**src/rtl/pc_trace_monitor.sv**
```systemverilog
// Retired-PC trace monitor. It checks that each PC is the previous PC plus the previous
// instruction length, unless the previous instruction was a control transfer, and optionally checks the PC against executable windows.
module pc_trace_monitor #(
  parameter int PC_W        = 16,
  parameter int LEN_W       = 2,
  parameter int NUM_REGIONS = 2,
  parameter int COUNT_W     = 8
) (
  input  logic                        clk,
  input  logic                        rst,
  input  logic                        pc_valid_i,
  input  logic [PC_W-1:0]             pc_i,
  input  logic [LEN_W-1:0]            len_i,
  input  logic                        branch_i,
  input  logic [NUM_REGIONS-1:0]      region_en_i,
  input  logic [NUM_REGIONS*PC_W-1:0] region_lo_i,
  input  logic [NUM_REGIONS*PC_W-1:0] region_hi_i,
  input  logic                        region_chk_i,
  input  logic                        clr_i,
  output logic                        assert_valid,
  output logic                        fault_o,
  output logic [PC_W-1:0]             bad_pc_o,
  output logic [COUNT_W-1:0]          viol_cnt_o,
  output logic                        armed_o
);

  typedef enum logic [1:0] {
    ST_IDLE  = 2'd0,
    ST_ARMED = 2'd1,
    ST_FAULT = 2'd2
  } state_e;

  state_e             state_q, state_d;
  logic [PC_W-1:0]    prev_pc_q, prev_pc_d;
  logic [LEN_W-1:0]   prev_len_q, prev_len_d;
  logic               prev_br_q, prev_br_d;
  logic               assert_valid_q, assert_valid_d;
  logic               fault_q, fault_d;
  logic [PC_W-1:0]    bad_pc_q, bad_pc_d;
  logic [COUNT_W-1:0] viol_cnt_q, viol_cnt_d;
  logic               armed_q, armed_d;

  state_e             cur_state_s;
  logic               cur_fault_s;
  logic [PC_W-1:0]    cur_bad_pc_s;
  logic [COUNT_W-1:0] cur_cnt_s;
  logic [PC_W-1:0]    expect_pc_s;
  logic               seq_ok_s, reg_ok_s, len_ok_s, pass_s;

  // A window with lo > hi can never satisfy both compares, so it matches nothing.
  function automatic logic region_hit(
    input logic [PC_W-1:0]             pc,
    input logic [NUM_REGIONS-1:0]      en,
    input logic [NUM_REGIONS*PC_W-1:0] lo,
    input logic [NUM_REGIONS*PC_W-1:0] hi
  );
    logic hit;
    hit = 1'b0;
    for (int k = 0; k < NUM_REGIONS; k++) begin
      hit = hit | (en[k] & (pc >= lo[k*PC_W +: PC_W]) & (pc <= hi[k*PC_W +: PC_W]));
    end
    return hit;
  endfunction

  // Check evaluation and next-state. A clear makes this sample look like the first one after IDLE.
  always_comb begin
    cur_state_s    = clr_i ? ST_IDLE : state_q;
    cur_fault_s    = clr_i ? 1'b0 : fault_q;
    cur_bad_pc_s   = clr_i ? {PC_W{1'b0}} : bad_pc_q;
    cur_cnt_s      = clr_i ? {COUNT_W{1'b0}} : viol_cnt_q;

    expect_pc_s    = prev_pc_q + PC_W'(prev_len_q);
    seq_ok_s       = (cur_state_s == ST_IDLE) | prev_br_q | (pc_i == expect_pc_s);
    reg_ok_s       = ~region_chk_i | region_hit(pc_i, region_en_i, region_lo_i, region_hi_i);
    len_ok_s       = (len_i != {LEN_W{1'b0}});
    pass_s         = seq_ok_s & reg_ok_s & len_ok_s;

    state_d        = cur_state_s;
    prev_pc_d      = prev_pc_q;
    prev_len_d     = prev_len_q;
    prev_br_d      = prev_br_q;
    assert_valid_d = 1'b0;
    fault_d        = cur_fault_s;
    bad_pc_d       = cur_bad_pc_s;
    viol_cnt_d     = cur_cnt_s;

    if (pc_valid_i) begin
      prev_pc_d  = pc_i;
      prev_len_d = len_i;
      prev_br_d  = branch_i;
      if (pass_s) begin
        case (cur_state_s)
          ST_IDLE:  begin state_d = ST_ARMED; assert_valid_d = 1'b1; end
          ST_ARMED: begin state_d = ST_ARMED; assert_valid_d = 1'b1; end
          ST_FAULT: begin state_d = ST_FAULT; assert_valid_d = 1'b0; end
          default:  begin state_d = ST_FAULT; assert_valid_d = 1'b0; end
        endcase
      end else begin
        state_d = ST_FAULT;
        fault_d = 1'b1;
        if (!cur_fault_s) begin
          bad_pc_d = pc_i;
        end else begin
          bad_pc_d = cur_bad_pc_s;
        end
        if (cur_cnt_s == {COUNT_W{1'b1}}) begin
          viol_cnt_d = cur_cnt_s;
        end else begin
          viol_cnt_d = cur_cnt_s + COUNT_W'(1'b1);
        end
      end
    end else begin
      assert_valid_d = 1'b0;
    end

    armed_d = (state_d != ST_IDLE);
  end

  // State and output registers; reset wins over everything.
  always_ff @(posedge clk) begin
    if (rst) begin
      state_q        <= ST_IDLE;
      prev_pc_q      <= {PC_W{1'b0}};
      prev_len_q     <= {LEN_W{1'b0}};
      prev_br_q      <= 1'b0;
      assert_valid_q <= 1'b0;
      fault_q        <= 1'b0;
      bad_pc_q       <= {PC_W{1'b0}};
      viol_cnt_q     <= {COUNT_W{1'b0}};
      armed_q        <= 1'b0;
    end else begin
      state_q        <= state_d;
      prev_pc_q      <= prev_pc_d;
      prev_len_q     <= prev_len_d;
      prev_br_q      <= prev_br_d;
      assert_valid_q <= assert_valid_d;
      fault_q        <= fault_d;
      bad_pc_q       <= bad_pc_d;
      viol_cnt_q     <= viol_cnt_d;
      armed_q        <= armed_d;
    end
  end

  assign assert_valid = assert_valid_q;
  assign fault_o      = fault_q;
  assign bad_pc_o     = bad_pc_q;
  assign viol_cnt_o   = viol_cnt_q;
  assign armed_o      = armed_q;

endmodule

```
**config.mk**
```make
export PLATFORM = sky130hd
export DESIGN_NAME = pc_trace_monitor
export DESIGN_NICKNAME = d
export VERILOG_FILES = /design/src/rtl/pc_trace_monitor.sv
export SDC_FILE = /design/constraint.sdc
export NUM_CORES = 1
export LEC_CHECK = 0
export ABC_CLOCK_PERIOD_IN_PS = 3560
export CORE_ASPECT_RATIO = 1.75
export CORE_MARGIN = 10
export CORE_UTILIZATION = 40
export CTS_CLUSTER_SIZE = 14
export DETAILED_ROUTE_END_ITERATION = 7
export PLACE_DENSITY = 0.68
export SKIP_CTS_REPAIR_TIMING = 1
export SYNTH_ARGS = -nofsm -noshare
export SYNTH_HDL_FRONTEND = slang
export SYNTH_SLANG_ARGS = --single-unit
```
**constraint.sdc**
```tcl
create_clock -name clk -period 3.56 [get_ports clk]
set_input_delay 0.89 -clock clk [delete_from_list [all_inputs] [get_ports clk]]
set_output_delay 0.89 -clock clk [all_outputs]
set_load 0.02 [all_outputs]
```
== Yosys cells after proc, flatten, opt, wreduce, memory -nomap -nowiden ==
Index checks and enable logic that the tools add are counted.

* Output and inout port bits: 27
* Input port bits: 90
* Word-level logic and storage cells: 52
* Flip-flop bits (word level): 48

* Eq/ne operators: 3
* $add $sub $neg: 2
* Reduce and logical (&&, ||, !) cells: 5
* Order comparisons: 4
* Multiplexer cells: 16
* Bitwise gates (word level): 13

{| class="wikitable"
|+ Operators with widths
! cell !! number
|-
| $mux W16 || 4
|-
| $ge A16 B16 Y1 || 2
|-
| $le A16 B16 Y1 || 2
|-
| $mux W8 || 4
|-
| $add A16 B2 Y16 || 1
|-
| $eq A16 B16 Y1 || 1
|-
| $add A8 B1 Y8 const B || 1
|-
| $eq A8 B8 Y1 const B || 1
|-
| $mux W2 || 4
|-
| $and A1 B1 Y1 || 6
|-
| $mux W1 || 4
|-
| $or A1 B1 Y1 || 4
|-
| $reduce_bool A2 Y1 || 2
|-
| $not A1 Y1 || 3
|-
| $reduce_or A3 Y1 || 1
|-
| $eq A2 B1 Y1 const B || 1
|-
| $logic_not A2 Y1 || 1
|-
| $reduce_or A2 Y1 || 1
|}

== Logic depth before layout (Yosys ltp) ==
* Depth after elaboration: 10
* Gate-level depth with buffers: 11
* Mapped depth without buffers: 10

== Least setup slack after synthesis ==
OpenSTA, ideal clock, no wires.

* Path kind: input to register
* Start: input port region_hi_i[1]
* End: register bad_pc_q[10] (netlist: bad_pc_o[10])
* Path slack: 0.431 ns
* Buffers on the path: 1
* Stages: 11
* Data arrival time: 3.012 ns
* Required time: 3.443 ns
* Cell sequence: inv_1 > ha_1 > nor2b_1 > o211ai_1 > a21boi_0 > or4_1 > o2bb2ai_1 > a32oi_4 > a211oi_4 > buf_6 > a22o_1

* Longest elaborated chain between the ends: 8

{| class="wikitable"
|+ RTL lines
! item !! line !! source
|-
| start, declared || 17 || <nowiki>input logic [NUM_REGIONS*PC_W-1:0] region_hi_i,</nowiki>
|-
| $le A16 B16 Y1 || 60 || <nowiki>hit = hit | (en[k] & (pc >= lo[k*PC_W +: PC_W]) & (pc <= hi[k*PC_W +: PC_W]));</nowiki>
|-
| $and A1 B1 Y1 || 60 ||
|-
| $or A1 B1 Y1 || 60 ||
|-
| $or A1 B1 Y1 || 74 || <nowiki>reg_ok_s = ~region_chk_i | region_hit(pc_i, region_en_i, region_lo_i, region_hi_i);</nowiki>
|-
| $and A1 B1 Y1 (2 in series) || 76 || <nowiki>pass_s = seq_ok_s & reg_ok_s & len_ok_s;</nowiki>
|-
| $mux W16 || 91 || <nowiki>if (pass_s) begin</nowiki>
|-
| $mux W16 || 87 || <nowiki>if (pc_valid_i) begin</nowiki>
|-
| end signal, assigned || 128 || <nowiki>bad_pc_q <= {PC_W{1'b0}};</nowiki>
|-
| end signal, assigned || 138 || <nowiki>bad_pc_q <= bad_pc_d;</nowiki>
|-
| end, declared || 39 || <nowiki>logic [PC_W-1:0] bad_pc_q, bad_pc_d;</nowiki>
|}

Every way passes these cells.
A chain may end at the register's enable or synchronous reset.

== Worst setup path after layout ==
* Start: input port pc_i[10]
* End: register bad_pc_q[14] (netlist: bad_pc_o[14])

* Longest elaborated chain between the ends: 9
* Elaborated cells between the ends (all ways): 16
* Classes of those cells: order compare: 4; eq/ne: 1; mux: 2; bitwise: 9

{| class="wikitable"
|+ RTL lines
! item !! line !! source
|-
| start, declared || 12 || <nowiki>input logic [PC_W-1:0] pc_i,</nowiki>
|-
| $ge A16 B16 Y1 || 60 ||
|-
| $and A1 B1 Y1 (2 in series) || 60 ||
|-
| $or A1 B1 Y1 || 60 ||
|-
| $or A1 B1 Y1 || 74 ||
|-
| $and A1 B1 Y1 * (2 in series) || 76 ||
|-
| $mux W16 * || 91 ||
|-
| $mux W16 * || 87 ||
|}

Mark *: on every way between the ends. The rest lies on a longest branch, timed or not.

==> impl_results.md <==
* Clock power frac at 0.327
* Filler cells at just over 900
* Flop pwr share at 0.355
* Initial Util at 0.409
* Switching share of power at 0.288
* Crit-path leading delay family: compound AO/OA/AOI/OAI gates
* Grt ovf at 0
* Final Cycle Share at 0.987
* Iter 0 DRT Violations at 165
* GRT Resource Usage Total at 0.172
* Synth warn at 0
* Placed Cells at 742
* Fmax achieved at 285 MHz
* Die area at roughly 0.015 mm^2
* Post-synth net total at 639
* Worst-path clk slew at roughly 60 ps
* Unrepaired setup endpoints after global routing: true
* Clock Path Buffers at 2
* CTS root buf: clkbuf_16
* Vias per cell at roughly 5.5
* Syn Std Cell Area at between 0.004 and 0.005 mm^2
* # rows at 48
* Setup WS post-layout at roughly 47 ps
* CTS H-tree depth at 2
* Final setup vio count at 0
* Crit path DAT at between 3000 and 4000 ps
* Psw at just under 0.5 mW
* EDFF count, synth at 0
* Pwr dens at 290 mW/mm^2
* Worst vdd ir at roughly 0.00022 V
* PortBufs at roughly 120
* WP buf/inv at 3
* Pin count of the biggest net entering global routing at 24
* Routed len/inst at 17.2 um
* Placed instance area at ~0.0056 mm^2
* FF+latch area at 961 um^2
* Crit path launch: pc_i[10]
* CP Max Fanout at 16
* I/O pins at 117
* Startpoint types: input port
* Most frequent cells in the layout: clkdlybuf4s50_1 (109), inv_1 (67), ha_1 (66)
* First-pass GRT wire length at between 20 and 25 mm
* Vias in the first global route at 4,196
* Post-Synthesis Cells at roughly 480
* Worst Setup Path Type: input port to flop
* First-pass DRT Iterations at 7
* Clk_lat worst skew at 290 ps
* Number of clock sinks at between 40 and 50
* CTS tree: yes
* Syn-to-layout area delta at 44.2%
* Fraction of layout cells with a size suffix above 1 at 0.104
* Multi-input logic area at 0.00283 mm^2
* Synth unique cells at 62
* Final net count at just under 800
* Tmin final at about 3500 ps
* Post-route cell area at about 0.006 mm^2
* Core area at about 0.0099 mm^2
* Die width at ~96 um
* Critical path cell sequence: clkdlybuf4s50_1, buf_4, ha_1, nand2_1, nor4_2, o21ai_0, o211ai_1, a221o_1, a32oi_4, buf_6, o21a_4, a22o_1
* Leak at around 2.8 nW
* Fin. Hold Viols at 0
* DP Wirelength at roughly 11 mm
* Worst path slowest cell: clkdlybuf4s50_1
* CTS Buf Count at 5
* Sequential share of the synthesized area at 0.237
* Avg Cell Area, Syn at 8.43 um^2
* Worst slew pin tran at about 680 ps
* Worst r2r src: prev_pc_q[0]
* Worst slew margin at 0.545
* Hold slack at just under 500 ps
* DRC at 0
* Fin Clk Skew at between 9 and 10 ps
* Slew Viols, Final at 0
* CP Capture Type: flop
* Total Neg Setup Slack at 0 ps
* Synth async-reset ratio at 0
* Worst hold start: bad_pc_o[8]
* Most common cell after layout, fill and taps aside: clkdlybuf4s50_1
* Final Core Density at 0.590
* Yosys reg bits at between 40 and 50
* Max-Cap Viols at 0
* Antenna-violating nets left at 0
* Via count at a little over 4,000
* Required time of the critical path at between 3000 and 4000 ps
* Pre-CTS setup slack at -484 ps
* Worst hold-check path type: flop to flop
* GP Congestion at 0.906
* Power, Total at 1.70 mW
* Final Instance Count excl. Fillers at between 700 and 800
* Die Span Y at approximately 150 um
* Int Pwr at approximately 1.2 mW
* Slowest stage delay, CP at 500 ps
* Antenna violations before repair at 1
* Comb pwr share at 0.318
* Routed WL at about 13 mm
* Outcome: finished, final reports clean
* Synth Flop Type: dfxtp_1
==> synthesized netlist by cell type, types with 5 or more instances <==
| library cell | count | share of area |
|---|---|---|
| nor4_1 | 6 | 0.0093 |
| ha_1 | 67 | 0.21 |
| nor2b_1 | 5 | 0.0077 |
| o21ai_0 | 12 | 0.015 |
| a21o_1 | 9 | 0.017 |
| nand2_1 | 26 | 0.024 |
| xor2_1 | 7 | 0.015 |
| nor2_1 | 33 | 0.031 |
| a21oi_1 | 31 | 0.038 |
| clkbuf_1 | 7 | 0.0065 |
| nand2b_1 | 7 | 0.011 |
| nand3_1 | 14 | 0.017 |
| xnor2_1 | 11 | 0.024 |
| dfxtp_1 | 48 | 0.24 |
| nand4_1 | 15 | 0.023 |
| mux2i_1 | 22 | 0.054 |
| inv_1 | 67 | 0.062 |
| a22o_1 | 17 | 0.037 |
| nor3_1 | 5 | 0.0062 |
| and3_1 | 5 | 0.0077 |
==> cell type report <==
class / count / area share
diodes: 1 / 0.000428
clock buffers: 6 / 0.0237
clock inverters: 2 / 0.00663
inverters: 67 / 0.0430
multi-input cells: 351 / 0.483
flip-flops and latches: 48 / 0.164
well taps: 125 / 0.0267
repair buffers: 153 / 0.252
==> kinds of logic after synthesis <==
logic type	Yosys count	synth area share
multiplexers	25	0.0626
buffers and inverters	82	0.0808
XOR/XNOR	18	0.0389
AO/OA/AOI/OAI	100	0.183
adder cells (fa/ha/maj)	68	0.212
flip-flops	48	0.237
AND/OR/NAND/NOR	140	0.186
==> final timing paths <==
check        cells after the start             to  slack [ps]
max                             12   bad_pc_o[14]          50
min                              1    bad_pc_o[8]         480
max reg2reg                     11  viol_cnt_o[5]         320
min reg2reg                      1    bad_pc_o[8]         480
==> sequential cells by signal (all words and copies together) (netlist names) <==
name          flops
prev_br_q         1
prev_pc_q        16
prev_len_q        2
assert_valid      1
fault_o           1
bad_pc_o         16
viol_cnt_o        8
state_q           2
armed_o           1
==> power groups by stage <==
stage / clock network [mW] / registers (mW) / logic (mW)
floorplan: 0 / 0.624 / 0.253
global placement: 0 / 0.612 / 0.507
detailed placement: 0 / 0.614 / 0.524
CTS: 0.560 / 0.602 / 0.527
global route: 0.582 / 0.607 / 0.593
finish: 0.556 / 0.603 / 0.539
==> metal layers <==
metal / share of wire / up-vias / GRT usage / routed length [um]
met5: 0 / - / 0 / 0
met4: 0.030 / 0 / 0.0600 / 384
met3: 0.050 / 31 / 0.0358 / 643
met2: 0.55 / 128 / 0.326 / 7080
met1: 0.38 / 1937 / 0.173 / 4870
li1: - / 2011 / - / -
==> worst register-to-register path, stage by stage (launching register included) <==
cell and delay [ps]:
dfxtp_1 350, ha_1 190, fa_1 280, nand4_1 270
o41a_1 410, or4b_1 530, o211ai_2 100, o2111ai_2 200
a32oi_4 270, buf_6 170, nor3_2 60, a2111oi_2 340
No activity file was read; power rests on OpenSTA's default activity.
